[src/rtl/nnrv_mem_arb.sv]
// Single-port RAM arbiter for the nnrv core: data accesses win by default, and a
// burst counter bounds how long fetch can be starved. Read returns are steered by a one-entry tag.
module nnrv_mem_arb #(
  parameter int DATA_WIDTH   = 64,
  parameter int MASK_WIDTH   = DATA_WIDTH >> 3,
  parameter int XLEN         = 64,
  parameter int MAX_DM_BURST = 4
) (
  input  logic                  i_clk,
  input  logic                  i_rst_n,
  input  logic                  i_if_req,
  input  logic [XLEN-1:0]       i_if_addr,
  output logic                  o_if_gnt,
  output logic                  o_if_rvalid,
  output logic [DATA_WIDTH-1:0] o_if_rdata,
  input  logic                  i_dm_req,
  input  logic                  i_dm_we,
  input  logic [XLEN-1:0]       i_dm_addr,
  input  logic [DATA_WIDTH-1:0] i_dm_wdata,
  input  logic [MASK_WIDTH-1:0] i_dm_mask,
  output logic                  o_dm_gnt,
  output logic                  o_dm_rvalid,
  output logic [DATA_WIDTH-1:0] o_dm_rdata,
  output logic [XLEN-1:0]       o_ram_addr,
  output logic                  o_ram_rd_en,
  output logic                  o_ram_wr_en,
  output logic [MASK_WIDTH-1:0] o_ram_mask,
  output logic [DATA_WIDTH-1:0] o_ram_wdata,
  input  logic [DATA_WIDTH-1:0] i_ram_rd_data
);

  typedef enum logic [1:0] {
    RTAG_NONE = 2'd0,
    RTAG_IF   = 2'd1,
    RTAG_DM   = 2'd2
  } rtag_e;

  localparam logic [3:0] BURST_MAX = 4'(MAX_DM_BURST);

  logic [3:0] burst_cnt_q, burst_cnt_d;
  rtag_e      rtag_q, rtag_d;
  logic       if_gnt, dm_gnt;

  function automatic logic [3:0] sat_inc(input logic [3:0] v);
    return (v >= BURST_MAX) ? BURST_MAX : v + 4'd1;
  endfunction

  // Grant stage: data wins unless fetch has waited through a full burst.
  always_comb begin
    if_gnt = 1'b0;
    dm_gnt = 1'b0;
    if (i_rst_n) begin
      if (i_dm_req && (!i_if_req || (burst_cnt_q < BURST_MAX))) begin
        dm_gnt = 1'b1;
      end else if (i_if_req) begin
        if_gnt = 1'b1;
      end
    end
  end

  always_comb begin
    burst_cnt_d = burst_cnt_q;
    if (if_gnt || !i_if_req) begin
      burst_cnt_d = 4'd0;
    end else if (dm_gnt) begin
      burst_cnt_d = sat_inc(burst_cnt_q);
    end
  end

  always_comb begin
    rtag_d = RTAG_NONE;
    if (if_gnt) begin
      rtag_d = RTAG_IF;
    end else if (dm_gnt && !i_dm_we) begin
      rtag_d = RTAG_DM;
    end
  end

  always_comb begin
    o_ram_addr  = '0;
    o_ram_rd_en = 1'b0;
    o_ram_wr_en = 1'b0;
    o_ram_mask  = '0;
    o_ram_wdata = '0;
    if (if_gnt) begin
      o_ram_addr  = i_if_addr;
      o_ram_rd_en = 1'b1;
      o_ram_mask  = '1;
    end else if (dm_gnt) begin
      o_ram_addr  = i_dm_addr;
      o_ram_mask  = i_dm_mask;
      o_ram_wdata = i_dm_wdata;
      o_ram_wr_en = i_dm_we;
      o_ram_rd_en = ~i_dm_we;
    end
  end

  // Return stage: tag of the read issued last cycle, cleared on reset.
  always_ff @(posedge i_clk) begin
    if (!i_rst_n) begin
      burst_cnt_q <= 4'd0;
      rtag_q      <= RTAG_NONE;
    end else begin
      burst_cnt_q <= burst_cnt_d;
      rtag_q      <= rtag_d;
    end
  end

  assign o_if_gnt = if_gnt;
  assign o_dm_gnt = dm_gnt;

  // A read in flight when reset asserts is dropped rather than returned.
  assign o_if_rvalid = (rtag_q == RTAG_IF) && i_rst_n;
  assign o_dm_rvalid = (rtag_q == RTAG_DM) && i_rst_n;
  assign o_if_rdata  = i_ram_rd_data;
  assign o_dm_rdata  = i_ram_rd_data;

endmodule

[config.mk]
export PLATFORM = sky130hd
export DESIGN_NAME = nnrv_mem_arb
export DESIGN_NICKNAME = d
export VERILOG_FILES = /design/src/rtl/nnrv_mem_arb.sv
export SDC_FILE = /design/constraint.sdc
export NUM_CORES = 1
export LEC_CHECK = 0
export BUFFER_PORTS_ARGS = -buffer_cell sky130_fd_sc_hd__buf_2
export CELL_PAD_IN_SITES_DETAIL_PLACEMENT = 0
export CELL_PAD_IN_SITES_GLOBAL_PLACEMENT = 1
export CORE_AREA = 2 2 210 212
export DETAILED_ROUTE_END_ITERATION = 8
export DIE_AREA = 0 0 212 214
export GPL_TIMING_DRIVEN = 1
export HOLD_SLACK_MARGIN = 0.15
export PLACE_DENSITY_LB_ADDON = 0.08
export SYNTH_ARGS = -nofsm -noshare
export SYNTH_HDL_FRONTEND = slang
export SYNTH_SLANG_ARGS = --single-unit
[constraint.sdc]
create_clock -name i_clk -period 1.16 [get_ports i_clk]
set_input_delay 0.116 -clock i_clk [delete_from_list [all_inputs] [get_ports i_clk]]
set_output_delay 0.116 -clock i_clk [all_outputs]
set_load 0.01 [all_outputs]
-- Word-level counts from Yosys, hierarchy flattened
Index checks and enable logic that the tools add are counted.
- $add $sub $neg: 1
- magnitude comparators: 2
- equality and inequality tests: 2
- multiplexer cells: 18
- bitwise logic cells: 2
- reductions and logical operators: 10
- operators by type and width (kind ; number):
    $mux W64 ; 4
    $mux W8 ; 2
    $mux W1 ; 10
    $add A4 B1 Y4 const B ; 1
    $ge A4 B3 Y1 const B ; 1
    $logic_and A1 B1 Y1 ; 4
    $lt A4 B3 Y1 const B ; 1
    $mux W4 ; 1
    $reduce_or A2 Y1 ; 2
    $eq A2 B1 Y1 const B ; 1
    $eq A2 B2 Y1 const B ; 1
    $logic_not A1 Y1 ; 2
    $logic_or A1 B1 Y1 ; 2
    $mux W2 ; 1
    $not A1 Y1 ; 2
- flip-flop bits (word level): 6
- output and inout bits: 270

-- Depth between registers and ports, before layout
Gate-level depths: netlist of the first run.
- depth after elaboration: 8
- depth in mapped cells: 5

-- Least setup slack after synthesis of the first run
Ideal clock, no wire load.
- path kind: register -> output
- start: register burst_cnt_q[3]
- end: output port o_ram_addr[62]
- arrival: 1.066 ns
- setup slack: -0.022 ns
- stages on the path, launching flop included: 6
- path buffers: 1
- cell sequence: dfxtp_1 > o21ai_2 > nand2_4 > inv_6 > buf_6 > a22o_1
- longest elaborated chain between the ends: 7
- elaborated cells on any way between the ends: 9
- RTL lines (what ; line ; RTL):
    start: declaration ; 40 ; logic [3:0] burst_cnt_q, burst_cnt_d;
    start signal: assignment ; 104 ; burst_cnt_q <= burst_cnt_d;
    $lt A4 B3 Y1 ; 53 ; if (i_dm_req && (!i_if_req || (burst_cnt_q < BURST_MAX))) begin
    $logic_or A1 B1 Y1 ; 53 ;
    $logic_and A1 B1 Y1 ; 53 ;
    $mux W1 ; 53 ;
    $mux W1 ; 52 ; if (i_rst_n) begin
    net o_dm_gnt ; 21 ; output logic o_dm_gnt,
    $mux W64 ; 89 ; end else if (dm_gnt) begin
    $mux W64 ; 85 ; if (if_gnt) begin
    end: declaration ; 24 ; output logic [XLEN-1:0] o_ram_addr,
The timed path passes the listed nets, and every way through them passes these cells.

-- Worst setup path in the final report of the first run
- start: register burst_cnt_q[2]
- end: output port o_ram_addr[28]
- longest elaborated chain between the ends: 7
- elaborated cells on any way between the ends: 9
- RTL lines (what ; line):
    $lt A4 B3 Y1 (*) ; 53
    $logic_or A1 B1 Y1 (*) ; 53
    $logic_and A1 B1 Y1 (*) ; 53
    $mux W1 ; 53
    $mux W1 ; 52
    $mux W64 ; 89
    $mux W64 (*) ; 85
Every way passes the cells marked *; elsewhere a longest branch is shown, timed or not.

==> results of run 1 <==
cell usage in the layout, fill, tap and decap left out:
master / synthesis / layout
clkbuf_16: 0 / 4
buf_4: 128 / 19
a22o_1: 64 / 64
buf_2: 4 / 307
and3_1: 65 / 60
buf_16: 0 / 5
buf_12: 0 / 9
and3b_1: 1 / 1
conb_1: 1 / 1
a21oi_4: 0 / 1
dfxtp_1: 6 / 4
nand2_1: 2 / 2
nor2_1: 2 / 2
and3_4: 0 / 5
diode_2: 0 / 1
nand2_4: 1 / 1
buf_6: 20 / 32
clkinv_8: 0 / 1
ha_1: 1 / 1
and4b_1: 1 / 1
o21ai_4: 0 / 1
a21o_1: 8 / 8
buf_8: 0 / 1
and4_1: 2 / 2
dfxtp_4: 0 / 1
o21bai_1: 1 / 1
dfxtp_2: 0 / 1
and2_4: 1 / 1
nor2_4: 1 / 1
a21oi_1: 1 / 1
registers in the layout, summed over array words and instances (netlist names):
signal       cells
rtag_q           2
burst_cnt_q      4
kinds of logic after synthesis:
| logic type | count (synthesis) | synth area share, % |
|---|---|---|
| buffers and inverters | 158 | 49.2 |
| AO/OA/AOI/OAI | 76 | 25.9 |
| AND/OR/NAND/NOR | 76 | 19.5 |
| other | 1 | 0.149 |
| flip-flops | 6 | 4.79 |
| adder cells (fa/ha/maj) | 1 | 0.498 |
through the flow:
step                      power (mW)  hold slack [ns]  cells  worst slack, ns  utilization [%]
final                           2.22            0.154   1124           -0.413             10.6
after global routing            2.37            0.182   1123           -0.464             10.6
after CTS                       2.19            0.170   1121           -0.434             10.1
after detailed placement        1.50            0.232   1113           -0.213             9.42
after global placement          1.52            0.232   1113           -0.211             9.42
after floorplan                 1.23            0.188    318           0.0335                -
metal layers:
| metal | vias to the layer above | GRT usage [%] | share of wire (%) |
|---|---|---|---|
| li1 | 1458 | - | - |
| met3 | 31 | 1.52 | 7.2 |
| met2 | 186 | 13.4 | 58 |
| met1 | 1429 | 5.70 | 33 |
| met4 | 0 | 1.64 | 2.2 |
| met5 | - | 0 | 0 |
timing repair:
item,4_1_cts,5_1_grt
gates cloned,4,1
hold buffers,0,0
resized for setup,22,34
buffers inserted,1,1
pin swaps,3,0
endpoints found under the setup margin,140,140
area by class of cell:
class                   instances  area (sq um)  area share [%]
inverters                       1          16.3           0.358
repair buffers                374          2400            52.8
diodes                          1          2.50          0.0551
well taps                     585           732            16.1
multi-input cells             154          1200            26.3
flip-flops and latches          6           125            2.75
clock buffers                   3          75.1            1.65
where the power goes:
| group | internal [mW] | switching, mW | total (mW) |
|---|---|---|---|
| sequential | 0.212 | 0.00464 | 0.216 |
| combinational | 0.803 | 0.641 | 1.44 |
| clock | 0.442 | 0.115 | 0.557 |
worst max-delay path: stages (launching register included):
cell       delay [ns]
dfxtp_4          0.35
nor2_4           0.13
a21oi_4          0.07
buf_12           0.16
clkbuf_16        0.19
a22o_1           0.18
buf_2            0.14
worst paths after layout:
kind              cells after the start  slack (ns)      startpoint        endpoint
hold / removal                        2        0.15         i_dm_we       rtag_q[1]
setup / recovery                      6       -0.41  burst_cnt_q[2]  o_ram_addr[28]
setup reg to reg                      4        0.19  burst_cnt_q[3]       rtag_q[1]
hold reg to reg                       1        0.57  burst_cnt_q[0]  burst_cnt_q[0]
==> insert_results.sql, run 1 <==
INSERT INTO impl_metrics (metric_group, metric, value, unit) VALUES
('logic_synthesis', 'synth_seq_cells', '6', ''),
('logic_synthesis', 'synth-edff-count', '0', ''),
('logic_synthesis', 'synth.cell_area', '2510', 'sq um'),
('sta', 'grt_setup_unrepaired', 'true', ''),
('setup_path', 'timing.critical_path.required', '1.04', 'ns'),
('clocking', 'worst_skew_pair.late_latency', '0.23', 'ns'),
('global_routing', 'grt_util_all_layers', '6.30', '%'),
('clocking', 'ctsHtreeMaxLevel', '1', ''),
('flow_run', 'max_cap_viol_count', '0', ''),
('logic_synthesis', 'post-synth-top-area-fraction', '38.3', '%'),
('sta', 'layout_setup_ws', '-0.413', 'ns'),
('drt', 'residual_drc', '0', ''),
('logic_synthesis', 'gate_count_after_technology_mapping', '318', ''),
('drt', 'detail_route.wl_per_cell', '14.0', 'um'),
('drt', 'wirelength', '15.7', 'mm'),
('place', 'port_buffers', '346', ''),
('sta', 'finClkSkew', '0.00267', 'ns'),
('finish', 'syn2layout_area_growth', '81.1', '%'),
('floorplan', 'floorplan.rows', '76', ''),
('clocking', 'cts.sink_count', '6', ''),
('global_routing', 'grt_start_max_net_pins', '37', ''),
('sta', 'hold_violations', '0', ''),
('global_routing', 'antenna_found_initial', '1', ''),
('clocking', 'clock_tree.root_cell', 'clkbuf_16', ''),
('clocking', 'cts_made_buffers', '3', ''),
('logic_synthesis', 'post-synth-top-count-cell', 'buf_4', ''),
('sta', 'report.final.slew_viol_count', '0', ''),
('setup_path', 'startpoint_type', 'flop', ''),
('clocking', 'clock_tree_from_tritoncts', 'done', ''),
('logic_synthesis', 'synthArstFlopShare', '0', '%'),
('logic_synthesis', 'synth_largest_area_cell', 'buf_4', ''),
('logic_synthesis', 'post_synth_most_frequent_cells', 'buf_4, and3_1, a22o_1', ''),
('setup_path', 'cp_data_arrival_time', '1.46', 'ns'),
('logic_synthesis', 'synth_warnings', '0', ''),
('floorplan', 'die_width', '212', 'um'),
('sta', 'maxClockFrequency', '636', 'MHz'),
('global_routing', 'grt_overflow_total', '0', ''),
('floorplan', 'num_io_pins', '539', ''),
('clocking', 'cts-root-to-sink-buffers', '2', ''),
('setup_path', 'worst_setup_path_end_kind', 'output pin', ''),
('sta', 'min_period', '1.57', 'ns'),
('logic_synthesis', 'synth_seq_area_share', '4.79', '%'),
('clocking', 'clk_transition_reported_paths', '0.03', 'ns'),
('run_status', 'status', 'finished, violations left', ''),
('power', 'power_density', '488', 'nW/um^2'),
('sta', 'setup-violations-final', '140', ''),
('logic_synthesis', 'avgSynthCellArea', '7.89', 'sq um'),
('finish', 'final_nets', '810', ''),
('drt', 'dr.first_iter.drc_count', '51', ''),
('global_routing', 'via_count_of_the_first_global_routing_pass', '3269', ''),
('drt', 'via_count', '3104', ''),
('floorplan', 'design.die.area', '45400', 'sq um'),
('finish', 'final_layout_size_suffix_gt1_share', '72.5', '%'),
('sta', 'min_period_over_period', '136', '%'),
('logic_synthesis', 'dominantRegCellSynth', 'dfxtp_1', ''),
('floorplan', 'die_y', '214', 'um'),
('run_status', 'violations', 'negative setup slack', ''),
('drt', 'detailed_route_vias_per_instance', '2.76', ''),
('drt', 'drt.antenna.violating_nets', '0', ''),
('setup_path', 'worst-setup-path-type', 'flop to output pin', ''),
('drt', 'drt_pre_antenna_iters', '4', ''),
('finish', 'final_area', '4540', 'sq um'),
('floorplan', 'coreArea', '42900', 'sq um'),
('place', 'globalplace.congestion', '0.701', ''),
('finish', 'nFillCells', '4978', ''),
('logic_synthesis', 'synthDistinctLibCells', '23', ''),
('place', 'hpwlAfterDp', '12.8', 'mm'),
('setup_path', 'worst-path-max-fanout', '14', ''),
('logic_synthesis', 'synthTopCellsByArea', 'buf_4, a22o_1, and3_1, buf_6, dfxtp_1', ''),
('hold_path', 'hold_path.class', 'primary input to flop', ''),
('power', 'peakVddDrop', '0.301', 'mV'),
('sta', 'fin_tns_setup', '-50.60', 'ns'),
('floorplan', 'start_util', '5.85', '%'),
('global_routing', 'grt_first_pass_wirelength', '21.4', 'mm'),
('logic_synthesis', 'postSynthNetCount', '588', ''),
('place', 'dpl-instance-area', '4040', 'sq um'),
('power', 'cellLeakagePower', '2.61', 'nW');
No activity file was read; power rests on OpenSTA's default activity.
==> run 2, diff against run 1 <==
- REMOVE_ABC_BUFFERS: not set -> 1
- TNS_END_PERCENT: not set -> 100
==> insert_results.sql, run 2 (same netlist as run 1, synthesis figures left out) <==
INSERT INTO impl_metrics (metric_group, metric, value, unit) VALUES
('run_status', 'status', 'finished, violations left', ''),
('run_status', 'violations', 'negative setup slack', ''),
('sta', 'layout_setup_ws', '-0.430', 'ns'),
('drt', 'residual_drc', '0', ''),
('global_routing', 'grt_overflow_total', '0', ''),
('sta', 'grt_setup_unrepaired', 'true', ''),
('drt', 'via_count', '3614', ''),
('clocking', 'worst_skew_pair.late_latency', '0.23', 'ns'),
('finish', 'final_layout_size_suffix_gt1_share', '74.6', '%'),
('drt', 'drt_pre_antenna_iters', '5', ''),
('power', 'power_density', '494', 'nW/um^2'),
('power', 'p_sw_share', '35.0', '%'),
('floorplan', 'die_y', '214', 'um'),
('floorplan', 'design.die.area', '45400', 'sq um'),
('finish', 'syn2layout_area_growth', '95.0', '%'),
('sta', 'finClkSkew', '0.00227', 'ns'),
('drt', 'detailed_route_vias_per_instance', '3.17', ''),
('setup_path', 'cp_data_arrival_time', '1.47', 'ns'),
('floorplan', 'coreArea', '42900', 'sq um'),
('finish', 'biggestRegsByFlops', 'burst_cnt_q (4), rtag_q (2)', ''),
('finish', 'final_common_cell', 'buf_2', ''),
('setup_path', 'worst_setup_path_end_kind', 'output pin', ''),
('finish', 'instances_no_fill', '1139', ''),
('power', 'power_frac_comb', '68.0', '%'),
('power', 'switching_power', '0.847', 'mW'),
('floorplan', 'die_width', '212', 'um'),
('sta', 'min_period', '1.59', 'ns'),
('power', 'intPower', '1.57', 'mW'),
('global_routing', 'via_count_of_the_first_global_routing_pass', '4006', ''),
('flow_run', 'max_cap_viol_count', '0', ''),
('sta', 'hold_violations', '0', ''),
('setup_path', 'r2r_slack', '0.19', 'ns'),
('sta', 'maxClockFrequency', '629', 'MHz'),
('floorplan', 'num_io_pins', '539', ''),
('sta', 'report.final.slew_viol_count', '0', ''),
('drt', 'wirelength', '28.2', 'mm'),
('place', 'globalplace.congestion', '0.748', ''),
('finish', 'layout_common_cells', 'buf_2, a22o_1, and3_1', ''),
('sta', 'min_period_over_period', '137', '%'),
('floorplan', 'start_util', '5.85', '%'),
('place', 'hpwlAfterDp', '23.8', 'mm'),
('setup_path', 'timing.critical_path.required', '1.04', 'ns'),
('clocking', 'cts.sink_count', '6', ''),
('clocking', 'clock_tree.root_cell', 'clkbuf_16', ''),
('setup_path', 'worst-setup-path-type', 'flop to output pin', ''),
('power', 'power.clock.fraction', '23.1', '%'),
('finish', 'largest_reg_flops', '4', ''),
('global_routing', 'grt_start_max_net_pins', '39', ''),
('floorplan', 'floorplan.rows', '76', ''),
('global_routing', 'grt_util_all_layers', '11.6', '%'),
('finish', 'final_nets', '823', ''),
('global_routing', 'grt_first_pass_wirelength', '35.7', 'mm'),
('power', 'peakVddDrop', '0.262', 'mV'),
('drt', 'dr.first_iter.drc_count', '165', ''),
('setup_path', 'worst-path-max-fanout', '9', ''),
('sta', 'fin_tns_setup', '-53.44', 'ns'),
('clocking', 'ctsHtreeMaxLevel', '1', ''),
('clocking', 'cts-root-to-sink-buffers', '2', ''),
('drt', 'detail_route.wl_per_cell', '24.7', 'um'),
('setup_path', 'startpoint_type', 'flop', ''),
('place', 'dpl.cell_count', '1119', ''),
('hold_path', 'hold_path.class', 'primary input to flop', ''),
('global_routing', 'antenna_found_initial', '5', ''),
('clocking', 'clk_transition_reported_paths', '0.04', 'ns'),
('power', 'power.share.sequential', '8.9', '%'),
('place', 'port_buffers', '346', ''),
('clocking', 'cts_made_buffers', '3', ''),
('sta', 'setup-violations-final', '140', ''),
('drt', 'drt.antenna.violating_nets', '0', ''),
('finish', 'post-route-util', '11.4', '%'),
('clocking', 'clock_tree_from_tritoncts', 'done', ''),
('power', 'cellLeakagePower', '2.75', 'nW'),
('power', 'post-layout-total-power', '2.42', 'mW'),
('finish', 'largest-register', 'burst_cnt_q', ''),
('sta', 'whs', '0.150', 'ns');
==> run 2: cell types whose count changed in the layout (fill, tap and decap cells not counted), moves of 4 or more <==
cell,change
a22o_4,+4
buf_2,-11
buf_12,+5
buf_6,+8
a22o_1,-4
and3_1,-5
buf_4,+6
and3_4,+5
==> run 2: power by group through the flow <==
stage	sequential (mW)	combinational [mW]	clock, mW
global placement	0.222	1.40	0
finish	0.215	1.64	0.559
floorplan	0.220	0.470	0
detailed placement	0.222	1.37	0
global route	0.216	1.78	0.594
CTS	0.215	1.60	0.580
==> run 2: cell type report <==
| cell class | instances | area (sq um) |
|---|---|---|
| repair buffers | 387 | 2680 |
| fillers | 5015 | 38000 |
| diodes | 3 | 7.51 |
| multi-input cells | 154 | 1260 |
| inverters | 1 | 16.3 |
| well taps | 585 | 732 |
| flip-flops and latches | 6 | 128 |
| clock buffers | 3 | 75.1 |
==> run 2: per-layer routing <==
layer / vias up / routed length [um] / GRT usage, % / part of all wire, %
met5: - / 390 / 6.57 / 1.4
met4: 13 / 119 / 0.399 / 0.42
met3: 25 / 6350 / 12.4 / 23
met2: 456 / 10500 / 15.7 / 37
met1: 1635 / 10800 / 12.6 / 38
li1: 1485 / - / - / -
==> run 2: worst paths after layout <==
path,startpoint,to,cells after the start
max,burst_cnt_q[3],o_ram_addr[44],7
min,i_dm_we,rtag_q[1],2
max reg2reg,burst_cnt_q[3],rtag_q[1],4
min reg2reg,burst_cnt_q[0],burst_cnt_q[0],1
==> run 2: what timing repair did <==
action	CTS	global route
setup buffers	5	0
gates cloned	5	3
setup endpoints to repair	140	140
hold buffers	1	0
pin swaps	13	4
resized for setup	79	18
hold endpoints to repair	1	0
==> run 2: stage by stage <==
| step | instance area (sq um) | setup slack, ns |
|---|---|---|
| 2_1_floorplan | 1280 | -1.32 |
| 3_3_place_gp | 4100 | -0.301 |
| 3_5_place_dp | 4100 | -0.308 |
| 4_1_cts | 4710 | -0.466 |
| 5_1_grt | 4890 | -0.505 |
| 6_report | 4890 | -0.430 |
==> run 2: critical path, stage by stage (launching register included) <==
cell and delay [ns]:
dfxtp_4 0.36, o21ai_4 0.08, nand2_4 0.10, clkinv_8 0.11
buf_6 0.15, buf_6 0.10, a22o_1 0.21, buf_6 0.12
==> run 3, diff against run 2 <==
--- a/config.mk
+++ b/config.mk
@@ -6,5 +6,5 @@
 export NUM_CORES = 1
 export LEC_CHECK = 0
-export BUFFER_PORTS_ARGS = -buffer_cell sky130_fd_sc_hd__buf_2
+export BUFFER_PORTS_ARGS = -buffer_cell sky130_fd_sc_hd__buf_4
 export CELL_PAD_IN_SITES_DETAIL_PLACEMENT = 0
 export CELL_PAD_IN_SITES_GLOBAL_PLACEMENT = 1
==> constraint.sdc (replaced) <==
create_clock -name i_clk -period 1.16 [get_ports i_clk]
set_input_delay 0.116 -clock i_clk [delete_from_list [all_inputs] [get_ports i_clk]]
set_output_delay 0.116 -clock i_clk [all_outputs]
set_load 0.005 [all_outputs]
==> insert_results.sql, run 3 (same netlist as run 1, synthesis figures left out) <==
INSERT INTO impl_metrics (metric_group, metric, value, unit) VALUES
('run_status', 'status', 'finished, violations left', ''),
('run_status', 'violations', 'negative setup slack', ''),
('setup_path', 'cp_cell_sequence', 'o21ai_4, buf_8, buf_12, clkbuf_16, and3_1, buf_4', ''),
('global_routing', 'grt_start_max_net_pins', '46', ''),
('global_routing', 'grt_util_all_layers', '12.0', '%'),
('floorplan', 'die_width', '212', 'um'),
('flow_run', 'max_cap_viol_count', '0', ''),
('drt', 'residual_drc', '0', ''),
('finish', 'post-route-util', '12.2', '%'),
('global_routing', 'grt_overflow_total', '0', ''),
('finish', 'largest-register', 'burst_cnt_q', ''),
('drt', 'wirelength', '28.9', 'mm'),
('clocking', 'clk_transition_reported_paths', '0.03', 'ns'),
('place', 'globalplace.congestion', '0.707', ''),
('finish', 'largest_reg_flops', '4', ''),
('sta', 'maxClockFrequency', '636', 'MHz'),
('place', 'hpwlAfterDp', '25.4', 'mm'),
('setup_path', 'worst-path-max-fanout', '10', ''),
('drt', 'detail_route.wl_per_cell', '25.7', 'um'),
('sta', 'min_period', '1.57', 'ns'),
('hold_path', 'hold_path.class', 'primary input to output pin', ''),
('setup_path', 'cp_data_arrival_time', '1.46', 'ns'),
('setup_path', 'worst-setup-path-type', 'flop to output pin', ''),
('power', 'cellLeakagePower', '2.81', 'nW'),
('sta', 'finClkSkew', '0.000824', 'ns'),
('power', 'power_density', '467', 'nW/um^2'),
('finish', 'layout_common_cells', 'buf_4, and3_1, a22o_1', ''),
('floorplan', 'floorplan.rows', '76', ''),
('clocking', 'clock_tree_from_tritoncts', 'done', ''),
('finish', 'final_layout_size_suffix_gt1_share', '72.0', '%'),
('sta', 'report.final.slew_viol_count', '0', ''),
('global_routing', 'via_count_of_the_first_global_routing_pass', '3913', ''),
('drt', 'drt.antenna.violating_nets', '0', ''),
('setup_path', 'worst_setup_path_end_kind', 'output pin', ''),
('sta', 'hold_violations', '0', ''),
('floorplan', 'num_io_pins', '539', ''),
('finish', 'final_common_cell', 'buf_4', ''),
('sta', 'grt_setup_unrepaired', 'true', ''),
('clocking', 'cts_made_buffers', '3', ''),
('drt', 'detailed_route_vias_per_instance', '3.18', ''),
('drt', 'dr.first_iter.drc_count', '147', ''),
('clocking', 'clock_tree.root_cell', 'clkbuf_16', ''),
('drt', 'drt_pre_antenna_iters', '4', ''),
('clocking', 'cts.sink_count', '6', ''),
('finish', 'syn2layout_area_growth', '108', '%'),
('finish', 'insertedDiodeCount', '0', ''),
('floorplan', 'die_y', '214', 'um'),
('place', 'detailedPlace.worstSlack', '-0.258', 'ns'),
('clocking', 'cts-root-to-sink-buffers', '2', ''),
('global_routing', 'antenna_found_initial', '0', ''),
('sta', 'setup-violations-final', '140', ''),
('sta', 'layout_setup_ws', '-0.413', 'ns'),
('power', 'peakVddDrop', '0.289', 'mV'),
('floorplan', 'coreArea', '42900', 'sq um'),
('sta', 'min_period_over_period', '136', '%'),
('finish', 'instances_no_fill', '1127', ''),
('global_routing', 'grt_first_pass_wirelength', '36.9', 'mm'),
('floorplan', 'design.die.area', '45400', 'sq um'),
('place', 'port_buffers', '346', ''),
('finish', 'nFillCells', '4952', ''),
('drt', 'via_count', '3582', ''),
('floorplan', 'start_util', '5.85', '%'),
('setup_path', 'critPathMaxStageDelay', '0.33', 'ns'),
('setup_path', 'crit_slowest_cell', 'dfxtp_2', ''),
('place', 'dpl.cell_count', '1117', ''),
('power', 'post-layout-total-power', '2.44', 'mW'),
('setup_path', 'startpoint_type', 'flop', ''),
('finish', 'biggestRegsByFlops', 'burst_cnt_q (4), rtag_q (2)', ''),
('sta', 'fin_tns_setup', '-50.43', 'ns'),
('clocking', 'ctsHtreeMaxLevel', '1', ''),
('clocking', 'worst_skew_pair.late_latency', '0.23', 'ns'),
('setup_path', 'timing.critical_path.required', '1.04', 'ns'),
('finish', 'final_nets', '814', '');
[run 3: changes by cell type in the layout (fill, tap and decap cells not counted), sizes merged]
cell	before	now
dlygate4sd3	1	2
diode	3	0
buf	383	375
clkbuf	6	4
[run 3: critical path, delay by kind of cell, from the launching register on]
family | cells | cell delay, ns
AOI/OAI and AO/OA | 1 | 0.20
and+or+nand+nor | 1 | 0.15
DFF | 1 | 0.33
buffers and inverters | 4 | 0.54
[run 3: layout make-up]
type / count / area (sq um) / share of cell area [%]
inverters: 1 / 16.3 / 0.311
repair buffers: 378 / 3090 / 59.1
clock buffers: 3 / 75.1 / 1.44
flip-flops and latches: 6 / 123 / 2.35
well taps: 585 / 732 / 14.0
multi-input cells: 154 / 1190 / 22.8
[run 3: repair_timing]
item / in CTS / in global routing
resized for setup: 14 / 6
endpoints found under the hold margin: 2 / 0
hold buffers: 2 / 0
gates cloned: 1 / 1
buffers inserted: 3 / 0
endpoints found under the setup margin: 140 / 140
pin swaps: 6 / 1
[run 3: path summary, 6_finish.rpt]
path | start | end | slack [ns] | cells after the start
worst max-delay path | burst_cnt_q[3] | o_ram_wdata[26] | -0.41 | 6
worst min-delay path | i_ram_rd_data[45] | o_if_rdata[45] | 0.23 | 0
worst max register to register | burst_cnt_q[3] | burst_cnt_q[0] | 0.17 | 4
worst min register to register | burst_cnt_q[0] | burst_cnt_q[0] | 0.59 | 1
[run 3: report_power, final]
| part | switching (mW) | total, mW | internal, mW | leakage (nW) |
|---|---|---|---|---|
| combinational | 0.604 | 1.66 | 1.06 | 2.72 |
| clock | 0.115 | 0.557 | 0.442 | 0.0370 |
| sequential | 0.00503 | 0.219 | 0.214 | 0.0497 |
[run 3: stage by stage]
step / cell area (sq um) / hold WS [ns]
5_1_grt: 5230 / 0.232
2_1_floorplan: 1280 / 0.188
4_1_cts: 5170 / 0.232
3_3_place_gp: 4970 / 0.232
3_5_place_dp: 4970 / 0.232
6_report: 5230 / 0.232
[run 3: routing by layer]
layer	up-vias	GRT usage [%]	wire (um)
li1	1458	-	-
met1	1613	12.9	11000
met2	482	15.9	10800
met3	19	13.0	6700
met4	10	0.798	170
met5	-	6.36	332
